`config.mk`:
```
export PLATFORM = sky130hd
export DESIGN_NAME = mem_port_arbiter
export DESIGN_NICKNAME = d
export VERILOG_FILES = /design/src/rtl/mem_port_arbiter.sv
export SDC_FILE = /design/constraint.sdc
export NUM_CORES = 1
export LEC_CHECK = 0
export CAP_MARGIN = 5
export CORE_MARGIN = 5
export CORE_UTILIZATION = 38
export DETAILED_ROUTE_END_ITERATION = 10
export GPL_TIMING_DRIVEN = 0
export PLACE_DENSITY = 0.77
export SYNTH_ARGS = -nofsm -noshare
export SYNTH_HDL_FRONTEND = slang
export SYNTH_SLANG_ARGS = --single-unit
```
`constraint.sdc`:
```
create_clock -name clk -period 3.85 [get_ports clk]
set_input_delay 0.385 -clock clk [delete_from_list [all_inputs] [get_ports clk]]
set_output_delay 0.385 -clock clk [all_outputs]
set_load 0.01 [all_outputs]
```
`src/rtl/mem_port_arbiter.sv`:
```
// Arbiter sharing one memory port between instruction fetch and data access.
// Round-robin on contention; each transfer runs grant -> response -> idle.
module mem_port_arbiter (
  input  logic        clk,
  input  logic        reset,
  input  logic        if_req,
  input  logic [31:0] if_addr,
  output logic [31:0] if_rdata,
  output logic        if_ready,
  output logic        if_stall,
  input  logic        dm_req,
  input  logic        dm_we,
  input  logic [31:0] dm_addr,
  input  logic [31:0] dm_wdata,
  input  logic [2:0]  dm_ctrl,
  output logic [31:0] dm_rdata,
  output logic        dm_ready,
  output logic        dm_stall,
  output logic        mem_req,
  output logic        mem_we,
  output logic [31:0] mem_addr,
  output logic [31:0] mem_wdata,
  output logic [2:0]  mem_ctrl,
  input  logic        mem_ack,
  input  logic [31:0] mem_rdata
);

  typedef enum logic [1:0] {
    IDLE   = 2'd0,
    GNT_IF = 2'd1,
    GNT_DM = 2'd2,
    RESP   = 2'd3
  } state_t;

  state_t state;
  state_t state_next;
  logic   last_grant;
  logic   grant_if;
  logic   grant_dm;

  always_ff @(posedge clk or posedge reset) begin
    if (reset) begin
      state <= IDLE;
    end else begin
      state <= state_next;
    end
  end

  // Only IDLE arbitrates; on contention the side not served last time wins.
  always_comb begin
    state_next = state;
    grant_if   = 1'b0;
    grant_dm   = 1'b0;
    case (state)
      IDLE: begin
        if (if_req && dm_req) begin
          if (last_grant) begin
            grant_if = 1'b1;
          end else begin
            grant_dm = 1'b1;
          end
        end else if (dm_req) begin
          grant_dm = 1'b1;
        end else if (if_req) begin
          grant_if = 1'b1;
        end
        if (grant_if) begin
          state_next = GNT_IF;
        end else if (grant_dm) begin
          state_next = GNT_DM;
        end
      end
      GNT_IF: begin
        if (mem_ack) begin
          state_next = RESP;
        end
      end
      GNT_DM: begin
        if (mem_ack) begin
          state_next = RESP;
        end
      end
      RESP: begin
        state_next = IDLE;
      end
      default: begin
        state_next = IDLE;
      end
    endcase
  end

  assign mem_req = (state == GNT_IF) || (state == GNT_DM);

  // Memory-side request fields are latched once at grant time so they stay
  // stable for the whole transfer regardless of what the requesters do.
  always_ff @(posedge clk or posedge reset) begin
    if (reset) begin
      last_grant <= 1'b1;
      mem_we     <= 1'b0;
      mem_addr   <= 32'd0;
      mem_wdata  <= 32'd0;
      mem_ctrl   <= 3'd0;
    end else if (grant_if) begin
      last_grant <= 1'b0;
      mem_we     <= 1'b0;
      mem_addr   <= if_addr;
      mem_wdata  <= 32'd0;
      mem_ctrl   <= 3'b010;
    end else if (grant_dm) begin
      last_grant <= 1'b1;
      mem_we     <= dm_we;
      mem_addr   <= dm_addr;
      mem_wdata  <= dm_wdata;
      mem_ctrl   <= dm_ctrl;
    end
  end

  // Ready is set on the ack edge, so it is high exactly during RESP.
  always_ff @(posedge clk or posedge reset) begin
    if (reset) begin
      if_ready <= 1'b0;
      dm_ready <= 1'b0;
      if_rdata <= 32'd0;
      dm_rdata <= 32'd0;
    end else begin
      if_ready <= (state == GNT_IF) && mem_ack;
      dm_ready <= (state == GNT_DM) && mem_ack;
      if ((state == GNT_IF) && mem_ack) begin
        if_rdata <= mem_rdata;
      end
      if ((state == GNT_DM) && mem_ack) begin
        dm_rdata <= mem_rdata;
      end
    end
  end

  assign if_stall = if_req & ~if_ready;
  assign dm_stall = dm_req & ~dm_ready;

endmodule

```
Word level (Yosys, flattened, before mapping)

Index checks and enable logic that the tools add are counted.
Widths: inputs -> output; s select.

Bits in latches: 0
Bits of input ports: 137
Output and inout port bits: 137
Memory bits (read-only): 0
Register bits: 137
Memory bits (writable): 0
Memories: 0

Mux-type cells: 25
Reductions and logical operators: 8
Multiply operators: 0
$lt $le $gt $ge: 0
Shift-type cells: 0
Div/mod/pow operators: 0
Bitwise operators: 4
Eq/ne operators: 5
Add/sub/neg operators: 0

Operators with widths:

| cell               | number |
|---|---|
| $mux 32            | 4 |
| $mux 1             | 15 |
| $mux 2             | 3 |
| $mux 3             | 2 |
| $pmux 2 s3         | 1 |
| $eq 2x2->1 const B | 2 |
| $logic_and 1x1->1  | 3 |
| $ne 3x3->1 const B | 1 |
| $and 1x1->1        | 2 |
| $eq 2x1->1 const B | 1 |
| $logic_not 2->1    | 1 |
| $ne 2x1->1 const B | 1 |
| $not 1->1          | 2 |
| $reduce_and 2->1   | 1 |
| $reduce_bool 2->1  | 1 |
| $reduce_or 2->1    | 1 |
| $logic_or 1x1->1   | 1 |

Logic depth before layout (Yosys ltp)

Gate-level depths: netlist of run 1.

Word-level depth: 6
Depth in mapped cells: 8
Mapped depth without buffers: 5

Worst setup path before layout of run 1

Ideal clock, no wire load.

Path kind: register to register
From: register state[0]
To: register mem_addr[0]
Library setup time: 0.131 ns
Clock period less this slack: 1.519 ns
Stages on the path, launching flop included: 8
Setup slack: 2.331 ns
Data required time: 3.719 ns
Arrival: 1.388 ns
Cells stage by stage: dfrtp_1 > inv_1 > ha_1 > and2_1 > buf_2 > buf_2 > a221oi_1 > a31oi_1

Cells in the longest elaborated chain, start to end: 3

RTL lines:

| what                                         | line | source |
|---|---|---|
| from (decl)                                  | 35   | `state_t state;` |
| from (signal assigned)                       | 45   | `state <= state_next;` |
| $logic_not 2->1 *                            | 54   | `case (state)` |
| $mux 1                                       | 54   |  |
| $mux 32 or $reduce_bool 2->1 (tied branches) | --   |  |
| to (signal assigned)                         | 106  | `mem_addr <= if_addr;` |
| to (signal assigned)                         | 112  | `mem_addr <= dm_addr;` |
| to (decl)                                    | 21   | `output logic [31:0] mem_addr,` |

Every way passes the cells marked *; elsewhere a longest branch is shown, timed or not.
A chain may end at the register's enable or synchronous reset.

Worst setup path in the final report of run 1

From: register state[0]
To: output port mem_req

Cells in the longest elaborated chain, start to end: 2

RTL lines:

| what                                     | line | source |
|---|---|---|
| $eq 2x1->1 or $eq 2x2->1 (tied branches) | 92   | `assign mem_req = (state == GNT_IF) \|\| (state == GNT_DM);` |
| $logic_or 1x1->1 *                       | 92   |  |
| to (decl)                                | 19   | `output logic mem_req,` |

Marked as above.

==> metrics.cfg, run 1 <==
[placement]
port_buffers=273
post-dp-hpwl_um=15120
gp_congestion=0.7814
placedInstanceArea_mm2=0.009075
pre_cts_ws_ns=1.602
dpl.cell_count=1016

[routing]
route.detailed.drc=0
num_vias=5573
dr.pass1.iters=5
drt_iter0_drc=238
avgViaCountPerCell=5.318
routed_wl_um=20480
post_drt_wl_per_cell_um=19.54
ant_nets=0

[critical_path]
crit_family=buffers and inverters
cpPeakStageDelay_ns=0.60
cp_max_fo=4
crit_type=reg2out
worstPathCellList=inv_1 > ha_1 > clkdlybuf4s50_1
rr_endpoint=mem_addr[25]
reg2reg_slack_ns=1.90
cp-end-kind=output pin
critPathBufInv=2
regToRegStartpoint=state[0]
slowest_stage=clkdlybuf4s50_1
crit_path_start_kind=register
crit_cells=3
crit_required_ns=3.46
worstPathArrival_ns=1.79
r2r_cells=6

[finish]
fin_nets=965
design_area_mm2=0.009727
stdcell_count=1048
layout_common_cells=273 x clkdlybuf4s50_1, 136 x dfrtp_1, 67 x nand3_1
drive_gt1_share_pct=17.32
nFillCells=1296
antenna_cells=0
final_common_cell=clkdlybuf4s50_1
area_growth_pct=62.47

[timing]
clock.fmax_mhz=459.4
layout_min_cycle_time_ns=2.177
final_max_slew_viol_count=0
period_share_pct=56.54
worst_pin_slew_ns=0.5480
rsz0062_at_grt=false
hold_violations=0
setup_ws_ns=1.673
relSlewSlack_pct=63.39
fin_skew_ns=0.01173
setup_tns_ns=0
finalSetupViolations=0

[floorplanning]
dieHeight_um=135.5
start_util_pct=39.09
die-area_mm2=0.01837
io_pins=274
rows=45
core_mm2=0.01531
die_x_um=135.5

[clock_tree]
cts_setup_buffers=0
clk_pin_slew_ns=0.06
clock_path_buffers=2
ctsHoldBuffers=0
root_buffer=clkbuf_16
insertion_delay_ns=0.41
ctsResizeCount=0
cts_tree=done
htreeDepth=4
cts.sinks=137
cts_buffers=17

[yosys]
synth_top_area_share_pct=56.84
synth_edf_count=0
synthTopCellsByArea=dfrtp_1 57%, mux2_2 12%, nand3_1 5.6%
syn_nets=669
synth_cell_type_count=26
yosysSeqAreaShare_pct=57.28
async_reset_ff_share_pct=100.0
ys_seq_elements=137
synth_warnings=0
syn-cell-area_mm2=0.005987
ys.flop_type=dfrtp_1
syn-instance-count=528
synth_top_cell_by_area=dfrtp_1
avgSynthCellArea_um2=11.34

[power]
p_comb_share_pct=45.2
power.switching_mw=2.539
switching_share_pct=32.79
power_density_mw_per_mm2=796.2
pwr-share-seq_pct=31.7
p_int_mw=5.205
p_leak_nw=3.935
ir_drop_v=0.0004466
p_clk_share_pct=23.2

[global_route]
grt-ovfl-total=0
grt_max_degree=43
grtUsageTotal_pct=22.20
antenna_found_initial=0
grt_pass1_wl_um=31870
grt_pass1_vias=5892

[run_status]
status=complete, no violations

[hold_path]
hp-class=in2async

[flow_run]
maxCapViolCount=0

power groups by stage:
stage / combinational (mW) / clock, mW / sequential [mW]
after floorplan: 1.28 / 0 / 2.75
after global placement: 3.47 / 0 / 2.44
after detailed placement: 3.52 / 0 / 2.46
after CTS: 3.54 / 1.82 / 2.45
after global routing: 3.78 / 1.89 / 2.54
final: 3.50 / 1.80 / 2.45
cell usage after synthesis, types with 5 or more instances:
cell type,n
nand3_1,67
buf_2,37
dfrtp_1,136
o21ai_0,64
a21oi_1,38
clkbuf_1,15
inv_1,5
nand2_1,7
mux2_2,64
nor2b_1,5
a221oi_1,32
a31oi_1,32
routing by layer:
metal | GRT usage, % | vias up | part of all wire (%)
met5 | 0 | - | 0
met3 | 9.658 | 21 | 11
li1 | - | 2552 | -
met4 | 6.495 | 0 | 1.3
met1 | 27.31 | 2750 | 39
met2 | 35.56 | 250 | 49
worst max-delay path by stage:
stage	endpoint	start	slack (ns)
6_report	mem_req	state[0]	1.67
4_1_cts	mem_req	state[0]	1.64
3_3_place_gp	if_rdata[3]	reset	0.45
2_1_floorplan	dm_rdata[0]	reset	1.76
5_1_grt	mem_req	state[1]	1.57
3_5_place_dp	mem_addr[16]	dm_req	1.60
cells by family after synthesis:
kind of cell	Yosys count	share of synthesized area [%]
DFF	137	57.28
and+or+nand+nor	87	7.335
AOI/OAI and AO/OA	172	17.22
buffers and inverters	61	4.765
muxes	67	12.56
adders and majority gates	4	0.8360
cell type report:
type | instances | area, um2 | area share (%)
Timing Repair Buffer | 277 | 2820 | 28.99
Clock buffer | 20 | 466.7 | 4.798
Multi-Input combinational cell | 330 | 2272 | 23.36
Clock inverter | 12 | 185.2 | 1.904
Inverter | 5 | 22.52 | 0.2315
Sequential cell | 137 | 3430 | 35.26
Buffer | 56 | 266.5 | 2.740
Tap cell | 211 | 264.0 | 2.714
metrics by stage:
| step | power (mW) | utilization, % | hold WS [ns] |
|---|---|---|---|
| floorplan | 4.028 | - | 0.5274 |
| global placement | 5.911 | 58.68 | 0.4859 |
| detailed placement | 5.980 | 59.26 | 0.4922 |
| CTS | 7.819 | 63.51 | 0.3738 |
| global route | 8.201 | 63.51 | 0.4082 |
| finish | 7.745 | 63.51 | 0.3740 |
worst reg2reg max path, delay by kind of cell, from the launching register on:
| family | cells | cell delay, ns |
|---|---|---|
| AOI/OAI and AO/OA | 2 | 0.51 |
| buffers and inverters | 2 | 0.43 |
| DFF | 1 | 0.38 |
| and+or+nand+nor | 1 | 0.26 |
| adders and majority gates | 1 | 0.24 |
state kept, by name, indices dropped and copies added, names as in the netlist:
signal	count
if_rdata	32
mem_we	1
last_grant	1
dm_rdata	32
mem_wdata	32
dm_ready	1
state	2
mem_ctrl	3
if_ready	1
mem_addr	32
No activity file was read; power rests on OpenSTA's default activity.
==> run 2, diff against run 1 <==
clock period = 1.8 ns   (was 3.85 ns; I/O delays follow)
==> metrics.cfg, run 2 (synthesis gave the netlist of run 1 again) <==
[routing]
routed_wl_um=20690  ; +1.0%
avgViaCountPerCell=5.319  ; about the same
route.detailed.drc=0  ; unchanged
dr.pass1.iters=4  ; -1
ant_nets=0  ; unchanged
num_vias=5574  ; +0.018%
drt_iter0_drc=247  ; +3.8%
post_drt_wl_per_cell_um=19.74  ; +1.0%

[global_route]
grt-ovfl-total=0  ; unchanged
grtUsageTotal_pct=22.19  ; about the same
grt_pass1_wl_um=31870  ; unchanged
grt_pass1_vias=5903  ; +0.19%
antenna_found_initial=0  ; unchanged
grt_max_degree=43  ; unchanged

[timing]
fin_skew_ns=0.007244  ; -0.004482 ns
clock.fmax_mhz=579.6
relSlewSlack_pct=56.20  ; -7.2 points
final_max_slew_viol_count=0  ; unchanged
rsz0062_at_grt=true
worst_pin_slew_ns=0.6570  ; +0.1090 ns
hold_violations=0  ; unchanged
period_share_pct=95.86
setup_tns_ns=0  ; unchanged
hold_slack_ns=0.1724  ; -0.2016 ns
layout_min_cycle_time_ns=1.725
finalSetupViolations=0  ; unchanged

[floorplanning]
die_x_um=135.5  ; unchanged
start_util_pct=39.09  ; unchanged
rows=45  ; unchanged
dieHeight_um=135.5  ; unchanged
core_mm2=0.01531  ; unchanged
io_pins=274  ; unchanged
die-area_mm2=0.01837  ; unchanged

[critical_path]
cp-end-kind=register
slowest_stage=dfrtp_1
crit_required_ns=2.08  ; -1.38 ns
worstPathCellList=inv_2 > ha_1 > and2_1 > buf_2 > buf_4 > a221oi_2 > a31oi_1
crit_type=reg2reg
cpPeakStageDelay_ns=0.36  ; -0.24 ns
cp_max_fo=10  ; +6
worstPathArrival_ns=2.01  ; +0.22 ns
crit_path_start_kind=register

[finish]
postLayoutCoreUtil_pct=64.87  ; +1.4 points
multi_input_area_mm2=0.002451  ; +7.9%
area_growth_pct=65.94
design_area_mm2=0.009935  ; +2.1%
regArea_mm2=0.003430  ; unchanged
fin_nets=965  ; unchanged
drive_gt1_share_pct=20.91  ; +3.6 points
antenna_cells=0  ; unchanged
nFillCells=1263  ; -2.5%
layout_common_cells=271 x clkdlybuf4s50_1, 136 x dfrtp_1, 67 x nand3_1
final_common_cell=clkdlybuf4s50_1

[placement]
gp_congestion=0.7814  ; unchanged
post-dp-hpwl_um=15120  ; unchanged
placedInstanceArea_mm2=0.009075  ; unchanged
port_buffers=273  ; unchanged

[clock_tree]
root_buffer=clkbuf_16
cts_tree=done
cts_setup_buffers=0  ; unchanged
insertion_delay_ns=0.41  ; about the same
cts_buffers=17  ; unchanged
htreeDepth=4  ; unchanged
clock_path_buffers=2  ; unchanged
clk_pin_slew_ns=0.06  ; about the same
cts.sinks=137  ; unchanged

[run_status]
status=complete, no violations

[power]
p_leak_nw=4.016  ; +2.1%
ir_drop_v=0.0009633  ; +120%
total_power_mw=16.89  ; +120%
power_density_mw_per_mm2=1700  ; +110%

[flow_run]
maxCapViolCount=0  ; unchanged

[hold_path]
hp-class=in2async

-- run 2: changes by cell type in the layout (fill, tap and decap cells not counted), moves of 2 or more --
cell,change
nand2_2,+2
buf_2,-9
a221oi_1,-23
nand2_1,-2
a221oi_2,+23
buf_4,+7
clkdlybuf4s50_1,-2
inv_1,-2
inv_2,+2
-- run 2: report_power, final --
group / switching, mW / internal (mW)
clock: 1.38 / 2.45
combinational: 3.43 / 4.32
sequential: 0.782 / 4.52
total: 5.60 / 11.3
-- run 2: layer usage --
| layer | global-route usage, % | vias to the layer above | share of wire [%] |
|---|---|---|---|
| met5 | 0 | - | 0 |
| met4 | 6.663 | 0 | 1.5 |
| met3 | 9.658 | 24 | 11 |
| met2 | 35.54 | 233 | 49 |
| met1 | 27.24 | 2756 | 39 |
| li1 | - | 2561 | - |
-- run 2: worst paths after layout --
check	from	endpoint	slack, ns	cells after the start
max	state[0]	mem_addr[25]	0.07	7
min	reset	dm_rdata[16]	0.17	2
max reg2reg	state[0]	mem_addr[25]	0.07	7
min reg2reg	dm_rdata[21]	dm_rdata[21]	0.50	1
max in group asynchronous	reset	mem_wdata[26]	0.89	4
min in group clk	dm_wdata[0]	mem_wdata[0]	0.32	3
-- run 2: cell type report --
class | instances | share of cell area [%]
Sequential cell | 137 | 34.52
Timing Repair Buffer | 277 | 28.40
Multi-Input combinational cell | 330 | 24.67
Clock buffer | 20 | 4.698
Buffer | 56 | 2.960
Tap cell | 211 | 2.657
Clock inverter | 12 | 1.864
Inverter | 5 | 0.2267
-- run 2: per-stage QoR --
step           cells  setup WS [ns]
4_1_cts         1048        0.01567
2_1_floorplan    528       -0.08632
6_report        1048        0.07460
3_5_place_dp    1016        -0.2432
5_1_grt         1048       -0.04260
3_3_place_gp    1012         -1.399
-- run 2: timing repair --
item	in CTS	in global routing
pin swaps	0	1
hold buffers	0	0
cloned	0	0
gates resized for setup	8	43
endpoints found under the setup margin	50	60
-- run 2: critical path: cells and delay by family (launching register included) --
| kind | cells | cell delay [ns] |
|---|---|---|
| AOI/OAI and AO/OA | 2 | 0.40 |
| adders and majority gates | 1 | 0.24 |
| DFF | 1 | 0.36 |
| and+or+nand+nor | 1 | 0.16 |
| buffers and inverters | 3 | 0.43 |
